## config.mk

```make
export PLATFORM = sky130hd
export DESIGN_NAME = seq_divider_flat
export DESIGN_NICKNAME = d
export VERILOG_FILES = /design/src/rtl/seq_divider_pkg.sv /design/src/rtl/seq_divider_if.sv /design/src/rtl/seq_divider_div_step.sv /design/src/rtl/seq_divider.sv /design/src/flat_wrapper.sv
export SDC_FILE = /design/constraint.sdc
export NUM_CORES = 1
export LEC_CHECK = 0
export CAP_MARGIN = 20
export CORE_MARGIN = 1.5
export CORE_UTILIZATION = 40
export DETAILED_ROUTE_END_ITERATION = 10
export PLACE_DENSITY = 0.6
export SETUP_SLACK_MARGIN = 0.3
export SLEW_MARGIN = 10
export SYNTH_ARGS = -nofsm -noshare
export SYNTH_HDL_FRONTEND = slang
export SYNTH_SLANG_ARGS = --single-unit
```

## constraint.sdc

```tcl
create_clock -name clk -period 5.06 [get_ports clk]
set_input_delay 0.759 -clock clk [delete_from_list [all_inputs] [get_ports clk]]
set_output_delay 0.759 -clock clk [all_outputs]
set_load 0.02 [all_outputs]
```

## src/rtl/seq_divider_pkg.sv

```systemverilog
// -----------------------------------------------------------------------------
// arith_pkg
// Shared arithmetic definitions for the iterative divider.
//   div_state_t : divider FSM state encoding (legacy 3-bit values)
//   abs_mag     : magnitude of a sign-extended value when is_signed is set
//   neg_if      : two's-complement negation when cond is set
// Helpers work on MAX_W bits. Callers sign- or zero-extend into MAX_W bits
// and truncate the result back to their own width.
// -----------------------------------------------------------------------------
package arith_pkg;

  localparam int MAX_W = 64;

  typedef enum logic [2:0] {
    IDLE    = 3'd0,
    CALC    = 3'd1,
    FIX     = 3'd2,
    SPECIAL = 3'd3,
    DONE    = 3'd4
  } div_state_t;

  // For a sign-extended M-bit MIN the negation lands on 2^(M-1), which
  // truncates back to the correct unsigned M-bit magnitude.
  function automatic logic [MAX_W-1:0] abs_mag(input logic [MAX_W-1:0] value,
                                               input logic             is_signed);
    return (is_signed && value[MAX_W-1]) ? (~value + MAX_W'(1)) : value;
  endfunction

  function automatic logic [MAX_W-1:0] neg_if(input logic [MAX_W-1:0] value,
                                              input logic             cond);
    return cond ? (~value + MAX_W'(1)) : value;
  endfunction

endpackage

```

## src/rtl/seq_divider_if.sv

```systemverilog
// -----------------------------------------------------------------------------
// seq_divider_if
// Operand and result handshake bundle for seq_divider.
//   in_valid/in_ready    : operand handshake (dividend, divisor, is_signed)
//   out_valid/out_ready  : result handshake (quotient, remainder, flags)
//   master modport : the issuing/consuming side
//   slave modport  : the divider
// -----------------------------------------------------------------------------
interface seq_divider_if #(parameter int M = 32);

  logic         in_valid;
  logic         in_ready;
  logic [M-1:0] dividend;
  logic [M-1:0] divisor;
  logic         is_signed;
  logic         out_valid;
  logic         out_ready;
  logic [M-1:0] quotient;
  logic [M-1:0] remainder;
  logic         div_by_zero;
  logic         overflow;

  modport master (
    output in_valid, dividend, divisor, is_signed, out_ready,
    input  in_ready, out_valid, quotient, remainder, div_by_zero, overflow
  );

  modport slave (
    input  in_valid, dividend, divisor, is_signed, out_ready,
    output in_ready, out_valid, quotient, remainder, div_by_zero, overflow
  );

endinterface

```

## src/rtl/seq_divider_div_step.sv

```systemverilog
// -----------------------------------------------------------------------------
// div_step
// One combinational restoring-division step.
//   rem_in  : partial remainder, always < divisor on entry
//   bit_in  : next dividend magnitude bit (MSB first)
//   divisor : divisor magnitude (non-zero while stepping)
//   rem_out : partial remainder after the conditional subtract
//   q_bit   : quotient bit produced by this step
// -----------------------------------------------------------------------------
module div_step #(
  parameter int M = 32
) (
  input  logic [M-1:0] rem_in,
  input  logic         bit_in,
  input  logic [M-1:0] divisor,
  output logic [M-1:0] rem_out,
  output logic         q_bit
);

  // One extra bit holds the shifted-out MSB; since rem_in < divisor the
  // restored or reduced remainder always fits back into M bits.
  logic [M:0] trial;

  assign trial   = {rem_in, bit_in};
  assign q_bit   = (trial >= {1'b0, divisor});
  assign rem_out = q_bit ? M'(trial - {1'b0, divisor}) : trial[M-1:0];

endmodule

```

## src/rtl/seq_divider.sv

```systemverilog
// -----------------------------------------------------------------------------
// seq_divider
// Iterative restoring divider, one quotient bit per cycle, signed or unsigned
// per transaction, with divide-by-zero and signed-overflow flags.
//   clk   : rising-edge clock
//   rst_n : asynchronous active-low reset, aborts any operation in flight
//   bus   : seq_divider_if.slave (operand and result handshakes)
// Latency from the accepting edge: M+1 edges normally, 1 edge for the
// divide-by-zero and MIN/-1 cases. Operations never overlap.
// -----------------------------------------------------------------------------
module seq_divider
  import arith_pkg::*;
#(
  parameter int M = 32
) (
  input  logic           clk,
  input  logic           rst_n,
  seq_divider_if.slave   bus
);

  localparam int CW = $clog2(M);

  localparam logic [2:0] S_IDLE    = IDLE;
  localparam logic [2:0] S_CALC    = CALC;
  localparam logic [2:0] S_FIX     = FIX;
  localparam logic [2:0] S_SPECIAL = SPECIAL;
  localparam logic [2:0] S_DONE    = DONE;

  localparam logic [M-1:0] MIN_VAL = {1'b1, {(M-1){1'b0}}};

  logic [2:0]    state;
  logic [CW-1:0] count;
  logic [M-1:0]  rem_q;     // partial remainder
  logic [M-1:0]  quo_q;     // dividend bits shift out of the top, quotient bits in at the bottom
  logic [M-1:0]  dvs_mag;
  logic          neg_q;
  logic          neg_r;
  logic          spec_dz;   // in SPECIAL: 1 = divide by zero, 0 = MIN/-1

  logic [M-1:0]  quotient_q;
  logic [M-1:0]  remainder_q;
  logic          out_valid_q;
  logic          dz_q;
  logic          ov_q;

  logic [M-1:0]  a_mag;
  logic [M-1:0]  b_mag;
  logic          is_dz;
  logic          is_ov;
  logic          accept;
  logic [M-1:0]  step_rem;
  logic          step_bit;

  // Casting the signed operand to MAX_W bits sign-extends it for abs_mag.
  assign a_mag  = M'(abs_mag(MAX_W'($signed(bus.dividend)), bus.is_signed));
  assign b_mag  = M'(abs_mag(MAX_W'($signed(bus.divisor)), bus.is_signed));
  assign is_dz  = (bus.divisor == '0);
  assign is_ov  = bus.is_signed && (bus.dividend == MIN_VAL) && (bus.divisor == '1);
  assign accept = bus.in_valid && bus.in_ready;

  assign bus.in_ready    = (state == S_IDLE);
  assign bus.out_valid   = out_valid_q;
  assign bus.quotient    = quotient_q;
  assign bus.remainder   = remainder_q;
  assign bus.div_by_zero = dz_q;
  assign bus.overflow    = ov_q;

  div_step #(.M(M)) u_step (
    .rem_in  (rem_q),
    .bit_in  (quo_q[M-1]),
    .divisor (dvs_mag),
    .rem_out (step_rem),
    .q_bit   (step_bit)
  );

  always_ff @(posedge clk or negedge rst_n) begin
    if (!rst_n) begin
      // NOTE: work registers are reset too, so an aborted operation leaves no residue behind.
      state       <= S_IDLE;
      count       <= '0;
      rem_q       <= '0;
      quo_q       <= '0;
      dvs_mag     <= '0;
      neg_q       <= 1'b0;
      neg_r       <= 1'b0;
      spec_dz     <= 1'b0;
      quotient_q  <= '0;
      remainder_q <= '0;
      out_valid_q <= 1'b0;
      dz_q        <= 1'b0;
      ov_q        <= 1'b0;
    end else begin
      // NOTE: non-blocking assignments: every register below samples pre-edge values.
      case (state)
        S_IDLE: begin
          if (accept) begin
            dz_q    <= 1'b0;
            ov_q    <= 1'b0;
            spec_dz <= is_dz;
            rem_q   <= '0;
            count   <= CW'(M - 1);
            dvs_mag <= b_mag;
            neg_q   <= bus.is_signed && (bus.dividend[M-1] ^ bus.divisor[M-1]);
            neg_r   <= bus.is_signed && bus.dividend[M-1];
            if (is_dz || is_ov) begin
              // Raw dividend is kept: divide-by-zero returns it as remainder.
              quo_q <= bus.dividend;
              state <= S_SPECIAL;
            end else begin
              quo_q <= a_mag;
              state <= S_CALC;
            end
          end
        end

        S_CALC: begin
          rem_q <= step_rem;
          quo_q <= {quo_q[M-2:0], step_bit};
          count <= count - CW'(1);
          if (count == '0) begin
            state <= S_FIX;
          end
        end

        S_FIX: begin
          quotient_q  <= M'(neg_if(MAX_W'(quo_q), neg_q));
          remainder_q <= M'(neg_if(MAX_W'(rem_q), neg_r));
          out_valid_q <= 1'b1;
          state       <= S_DONE;
        end

        S_SPECIAL: begin
          if (spec_dz) begin
            quotient_q  <= '1;
            remainder_q <= quo_q;
            dz_q        <= 1'b1;
          end else begin
            quotient_q  <= MIN_VAL;
            remainder_q <= '0;
            ov_q        <= 1'b1;
          end
          out_valid_q <= 1'b1;
          state       <= S_DONE;
        end

        S_DONE: begin
          if (bus.out_ready) begin
            out_valid_q <= 1'b0;
            state       <= S_IDLE;
          end
        end

        default: state <= S_IDLE;
      endcase
    end
  end

endmodule

```

## src/flat_wrapper.sv

```systemverilog
// flat-port wrapper written by rule: the top's interface ports become plain ports
module seq_divider_flat import arith_pkg::*;
#(
  parameter int M = 32
)
  (clk, rst_n, bus_in_valid, bus_dividend, bus_divisor, bus_is_signed, bus_out_ready, bus_in_ready, bus_out_valid, bus_quotient, bus_remainder, bus_div_by_zero, bus_overflow);
  seq_divider_if #(.M(M)) bus_i ();
  input  logic clk;
  input  logic rst_n;
  input wire logic [$bits(bus_i.in_valid)-1:0] bus_in_valid;
  input wire logic [$bits(bus_i.dividend)-1:0] bus_dividend;
  input wire logic [$bits(bus_i.divisor)-1:0] bus_divisor;
  input wire logic [$bits(bus_i.is_signed)-1:0] bus_is_signed;
  input wire logic [$bits(bus_i.out_ready)-1:0] bus_out_ready;
  output wire logic [$bits(bus_i.in_ready)-1:0] bus_in_ready;
  output wire logic [$bits(bus_i.out_valid)-1:0] bus_out_valid;
  output wire logic [$bits(bus_i.quotient)-1:0] bus_quotient;
  output wire logic [$bits(bus_i.remainder)-1:0] bus_remainder;
  output wire logic [$bits(bus_i.div_by_zero)-1:0] bus_div_by_zero;
  output wire logic [$bits(bus_i.overflow)-1:0] bus_overflow;
  assign bus_i.in_valid = bus_in_valid;
  assign bus_i.dividend = bus_dividend;
  assign bus_i.divisor = bus_divisor;
  assign bus_i.is_signed = bus_is_signed;
  assign bus_i.out_ready = bus_out_ready;
  assign bus_in_ready = bus_i.in_ready;
  assign bus_out_valid = bus_i.out_valid;
  assign bus_quotient = bus_i.quotient;
  assign bus_remainder = bus_i.remainder;
  assign bus_div_by_zero = bus_i.div_by_zero;
  assign bus_overflow = bus_i.overflow;
  seq_divider #(.M(M)) u_core (.clk(clk), .rst_n(rst_n), .bus(bus_i));
endmodule
```

# Yosys cells after proc, flatten, opt, wreduce, memory -nomap -nowiden
# Cells that the tools add are included.
word_totals:
  regBits: 174
  input_bits: 69
  output_inout_bits: 68
  word_cells: 85
classes:
  add_sub_neg: 6
  order_cmp: 1
  n_eq_ne: 11
  mux: 28
  bitwise: 5
  n_reduce_logical: 21
ops:
  columns: ["op", "n"]
  rows:
  - ["two-way mux 32 bit", 9]
  - ["one-hot mux 32 bit (2 select lines)", 4]
  - ["adder 32 x 1 -> 32 bit (second input constant)", 4]
  - ["NOT 32 bit", 4]
  - ["== test 32 bit (second input constant)", 2]
  - [">= comparator 33 x 32 -> 1 bit", 1]
  - ["logical NOT 32 bit", 1]
  - ["subtractor 32 bit", 1]
  - ["two-way mux 31 bit", 1]
  - ["one-hot mux 3 bit (4 select lines)", 1]
  - ["one-hot mux 5 bit (2 select lines)", 1]
  - ["two-way mux 3 bit", 3]
  - ["AND reduction 3 bit", 3]
  - ["nonzero test 2 bit", 4]
  - ["== test 3 x 2 -> 1 bit (second input constant)", 2]
  - ["logical AND 1 bit", 6]
  - ["inequality test 2 bit (second input constant)", 3]
  - ["one-hot mux 1 bit (2 select lines)", 3]
  - ["AND reduction 2 bit", 3]
  - ["logical NOT 5 bit", 1]
  - ["two-way mux 5 bit", 1]
  - ["subtractor 5 x 1 -> 5 bit (second input constant)", 1]
  - ["two-way mux 1 bit", 4]
  - ["inequality test 2 x 1 -> 1 bit (second input constant)", 2]
  - ["7 further kinds", 7]

# Logic depth before layout (Yosys ltp)
depth:
  ltp_word: 7
  mapped_depth: 14
  mapped_depth_nobuf: 13

# Hierarchy
# Synthesis repeated with hierarchy kept, for this count alone.
hier_totals:
  hier_cells: 1509
  area_unflattened_um2: 12375.6
by_module_without_submodules:
  columns: ["module", "instances", "cells_per_inst", "area_each_um2", "seq_area_each_um2"]
  rows:
  - ["seq_divider", 1, 1155, 9816.9, 4354.2]
  - ["div_step", 1, 354, 2558.7, 0.0]

# Least setup slack after synthesis
# OpenSTA, ideal clock, no wires.
synth_timing:
  path_type: "input port to flip-flop"
  from: "in bus_divisor[6]"
  to: "reg u_core.quo_q[2]"
  setup_time_ps: 144
  arrival_ps: 3030
  t_required_ps: 4916
  path_slack_ps: 1886
  stages: 11
  path_buffers: 2
  path_cell_list: "or4_1 nand2b_1 nor4_2 nand2_1 nand3_1 or2_2 clkbuf_1 buf_2 nor2_1 xnor2_1 o221ai_1"
synth_between:
  elab_chain_cells: 6
  word_cells_on_any_way: 7
  cone_classes: "eq/ne: 1; mux: 3; reduce/logical: 3"
synth_lines:
  columns: ["item", "line_no", "text"]
  rows:
  - ["from (decl)", "flat_wrapper.sv:12", "input wire logic [$bits(bus_i.divisor)-1:0] bus_divisor;"]
  - ["== test 32 bit", "seq_divider.sv:58", "assign is_ov = bus.is_signed && (bus.dividend == MIN_VAL) && (bus.divisor == '1);"]
  - ["logical AND 1 bit", "seq_divider.sv:58", null]
  - ["logical OR 1 bit *", "seq_divider.sv:105", "if (is_dz || is_ov) begin"]
  - ["two-way mux 32 bit *", "seq_divider.sv:105", null]
  - ["two-way mux 32 bit *", "seq_divider.sv:96", "if (accept) begin"]
  - ["one-hot mux 32 bit (2 select lines) *", "seq_divider.sv:94", "case (state)"]
  - ["to (signal assigned)", "seq_divider.sv:107", "quo_q <= bus.dividend;"]
  - ["to (signal assigned)", "seq_divider.sv:110", "quo_q <= a_mag;"]
  - ["to (signal assigned)", "seq_divider.sv:118", "quo_q <= {quo_q[M-2:0], step_bit};"]
  - ["to (decl)", "seq_divider.sv:34", "logic [M-1:0] quo_q;"]
# Mark *: on every way between the ends. The rest lies on a longest branch, timed or not. The select of a mux whose other input is x is not followed.
# A chain may end at the register's enable or synchronous reset.

# Worst setup path in the final report
layout_timing:
  from: "reg u_core.rem_q[11]"
  to: "reg u_core.rem_q[6]"
layout_between:
  elab_chain_cells: 3
layout_lines:
  columns: ["item", "line_no", "text"]
  rows:
  - ["from (decl)", "seq_divider.sv:33", "logic [M-1:0] rem_q;"]
  - ["from (signal assigned)", "seq_divider.sv:117", "rem_q <= step_rem;"]
  - [">= comparator 33 x 32 -> 1 bit", "seq_divider_div_step.sv:25", "assign q_bit = (trial >= {1'b0, divisor});"]
  - ["two-way mux 32 bit", "seq_divider_div_step.sv:26", "assign rem_out = q_bit ? M'(trial - {1'b0, divisor}) : trial[M-1:0];"]
  - ["one-hot mux 32 bit (2 select lines)", "seq_divider.sv:94", null]
# Every way passes these cells.

==> run summary <==
status -> complete, no violations
#FFs+latches synth -> 174
DIE HEIGHT -> 175.0 microns
Core Box Area -> 0.02894 sq mm
Nets -> 1,647
layout cells sized above 1 -> 4.516%
Final Max Tran Viols -> 0
Pwr Density -> 673.3 mW/mm^2
initial antenna violation count -> 0
fmax -> 274.2 MHz
Worst VDD drop -> 0.2667 mV
post-CTS sizing -> 0
Die X-Extent -> 175.0 microns
fillers -> 2,827
Crit path required time -> 5.36 ns
GP Congestion -> 0.9074
synth warn -> 0
DR iter-0 viols -> 809
Yosys top cell area share -> 36.80%
static leakage -> 5.856 nW
max incr delay on CP -> 0.65 ns
Post-synth EDFFs -> 0
IO Pins -> 137
Routed WL -> 35,560 microns
DR WL/cell -> 18.39 microns
total gr overflow -> 0
post-route ant nets -> 0
RSZ-0062 raised after global routing -> no
Layout area overhead -> 19.08%
later-pin clock latency in the skew report -> 0.44 ns
overall routing resource usage -> 23.46%
post-route setup TNS -> 0 ns
R2R Setup Slk -> 1.41 ns
final setup fails -> 0
first-pass GRT wire length -> 56,950 microns
DRC violations left -> 0
CP Launch Type -> flop
Initial DRT Pass Iterations -> 5
Post-CTS Setup Bufs -> 0
CP cell instances -> ha_1, and4_1, nand3_1, a211oi_1, o2111ai_1, a21oi_1, a211o_1, buf_4, mux2i_1, o21ai_0
CP Class -> flop to flop
minimum clock period -> 3.646 ns
post-synth top area cell -> dfrtp_1
Initial Utilization -> 40.89%
Ant. Diodes -> 0
DP Wirelength -> 26,370 microns
CP max FO -> 22
top cells by area, synth -> dfrtp_1 37%, o21ai_0 9.4%, xnor2_1 6.4%
Final Cycle Share -> 72.06%
sequential area share after synthesis -> 36.80%
synth unique cells -> 60
fin area -> 0.01409 sq mm
Fin. Hold Viols -> 0
class of the worst hold path -> input port to async pin
Final Skew -> 0.01645 ns
max cap viols -> 0
clk buf depth -> 2
CTS Hold Bufs -> 0
CP endpoint kind -> flop
Post-DP Area -> 0.01347 sq mm
port buffer count -> 136
Die ar. -> 0.03062 sq mm
CTS Root Cell -> clkbuf_16
Worst-Margin Slew -> 0.9803 ns
syn avg cell area -> 8.105 sq um
Synth Instances -> 1,460
Worst-path clk slew -> 0.07 ns
TritonCTS clock tree -> yes
number of global-route vias before repair -> 10.30k
register area -> 0.004354 sq mm
CTS H-tree depth -> 4
relative slew slack -> 34.65%
Multi-input gate area -> 0.006943 sq mm
Mapped Area -> 0.01183 sq mm
async set-reset flop share out of synthesis -> 100.0%
Tot Pwr -> 9.487 mW
largest net degree at the start of global routing -> 93
post-synthesis net count -> 1,569
CP arrival -> 3.95 ns
row count -> 62
critical path's slowest cell -> a211o_1
dominant synthesized flop cell -> dfrtp_1
CTS Sinks -> 174
cts bufs inserted -> 17
via count -> 10.83k
post-DR vias/cell -> 5.601
-- cells in the mapped netlist (all sizes together), types with 10 or more instances --
master / count
a21o: 23
a21oi: 109
a22oi: 21
a31oi: 12
and3: 39
buf: 11
clkbuf: 82
dfrtp: 174
ha: 39
inv: 54
mux2i: 17
nand2: 188
nand2b: 12
nand3: 31
nand4: 16
nor2: 82
nor3: 24
nor4: 17
o21ai: 225
o31ai: 27
o41ai: 16
or3: 10
or4: 13
xnor2: 86
xor2: 57
-- per-stage QoR --
stage          worst slack (ns)  hold WS [ns]  utilization (%)  instances
2_1_floorplan             1.886        0.4498                -       1460
5_1_grt                   1.084        0.4605            48.69       1934
3_5_place_dp              1.137        0.4701            46.54       1902
6_report                  1.414        0.3874            48.69       1934
4_1_cts                   1.397        0.4392            48.60       1933
3_3_place_gp              1.204        0.4584            46.54       1902
-- cell type report --
cell class	count	share of cell area, %
Timing Repair Buffer	152	10.75
Tap cell	384	3.410
Inverter	54	1.439
Sequential cell	174	30.90
Multi-Input combinational cell	1139	49.28
Clock inverter	14	1.199
Clock buffer	17	3.019
-- worst max-delay path, delay by kind of cell, from the launching register on --
family / cells / cell delay (ns)
AO/OA/AOI/OAI: 5 / 1.59
adder cells (fa/ha/maj): 1 / 0.49
buffers and inverters: 1 / 0.36
flip-flops: 1 / 0.50
multiplexers: 1 / 0.22
AND/OR/NAND/NOR: 2 / 0.34
-- layout by cell type (no fill, tap or decap), types with 26 or more instances in the layout --
master           Yosys  routed
clkdlybuf4s50_1      0     135
nor2_1              82      81
a21oi_1            109     109
o21ai_0            223     223
and3_1              39      39
xnor2_1             86      86
ha_1                39      39
nand2_1            188     187
o31ai_1             26      26
inv_1               54      54
dfrtp_1            174     174
xor2_1              57      57
nand3_1             31      31
-- registers in the layout, indices dropped and copies added (netlist names) --
register / count
u_core.bus.quotient: 32
u_core.bus.remainder: 32
u_core.dvs_mag: 32
u_core.quo_q: 32
u_core.rem_q: 32
u_core.count: 5
u_core.state: 3
u_core.bus.div_by_zero: 1
u_core.bus.out_valid: 1
u_core.bus.overflow: 1
u_core.neg_q: 1
u_core.neg_r: 1
u_core.spec_dz: 1
-- path summary, 6_finish.rpt --
check	from	to	cells past startpoint
setup / recovery	u_core.rem_q[11]$_DFFE_PN0P_	u_core.rem_q[6]$_DFFE_PN0P_	10
hold / removal	rst_n	u_core.dvs_mag[17]$_DFFE_PN0P_	1
setup reg to reg	u_core.rem_q[11]$_DFFE_PN0P_	u_core.rem_q[6]$_DFFE_PN0P_	10
hold reg to reg	u_core.bus.quotient[30]$_DFFE_PN0P_	u_core.bus.quotient[30]$_DFFE_PN0P_	2
max in group asynchronous	rst_n	u_core.bus.quotient[21]$_DFFE_PN0P_	2
min in group clk	u_core.bus.quotient[30]$_DFFE_PN0P_	u_core.bus.quotient[30]$_DFFE_PN0P_	2
-- metal layers --
layer / vias up / track usage (%) / part of all wire [%]
met5: - / 0 / 0
met3: 53 / 2.524 / 4.6
met1: 5131 / 34.12 / 48
li1: 5336 / - / -
met4: 0 / 8.476 / 2.9
met2: 312 / 36.00 / 45
-- cell families after synthesis --
| logic type | Yosys count | synth area share, % |
|---|---|---|
| buf+inv | 147 | 4.716 |
| simple gates | 466 | 18.77 |
| compound gates | 471 | 23.21 |
| mux | 19 | 1.628 |
| flops | 174 | 36.80 |
| fa+ha+maj | 40 | 4.293 |
| xor+xnor | 143 | 10.58 |
-- power by group --
group / internal (mW) / switching [mW] / total, mW
registers: 1.93 / 0.815 / 2.75
clock network: 0.706 / 0.663 / 1.37
logic: 2.30 / 3.06 / 5.37
No activity file was read; power rests on OpenSTA's default activity.
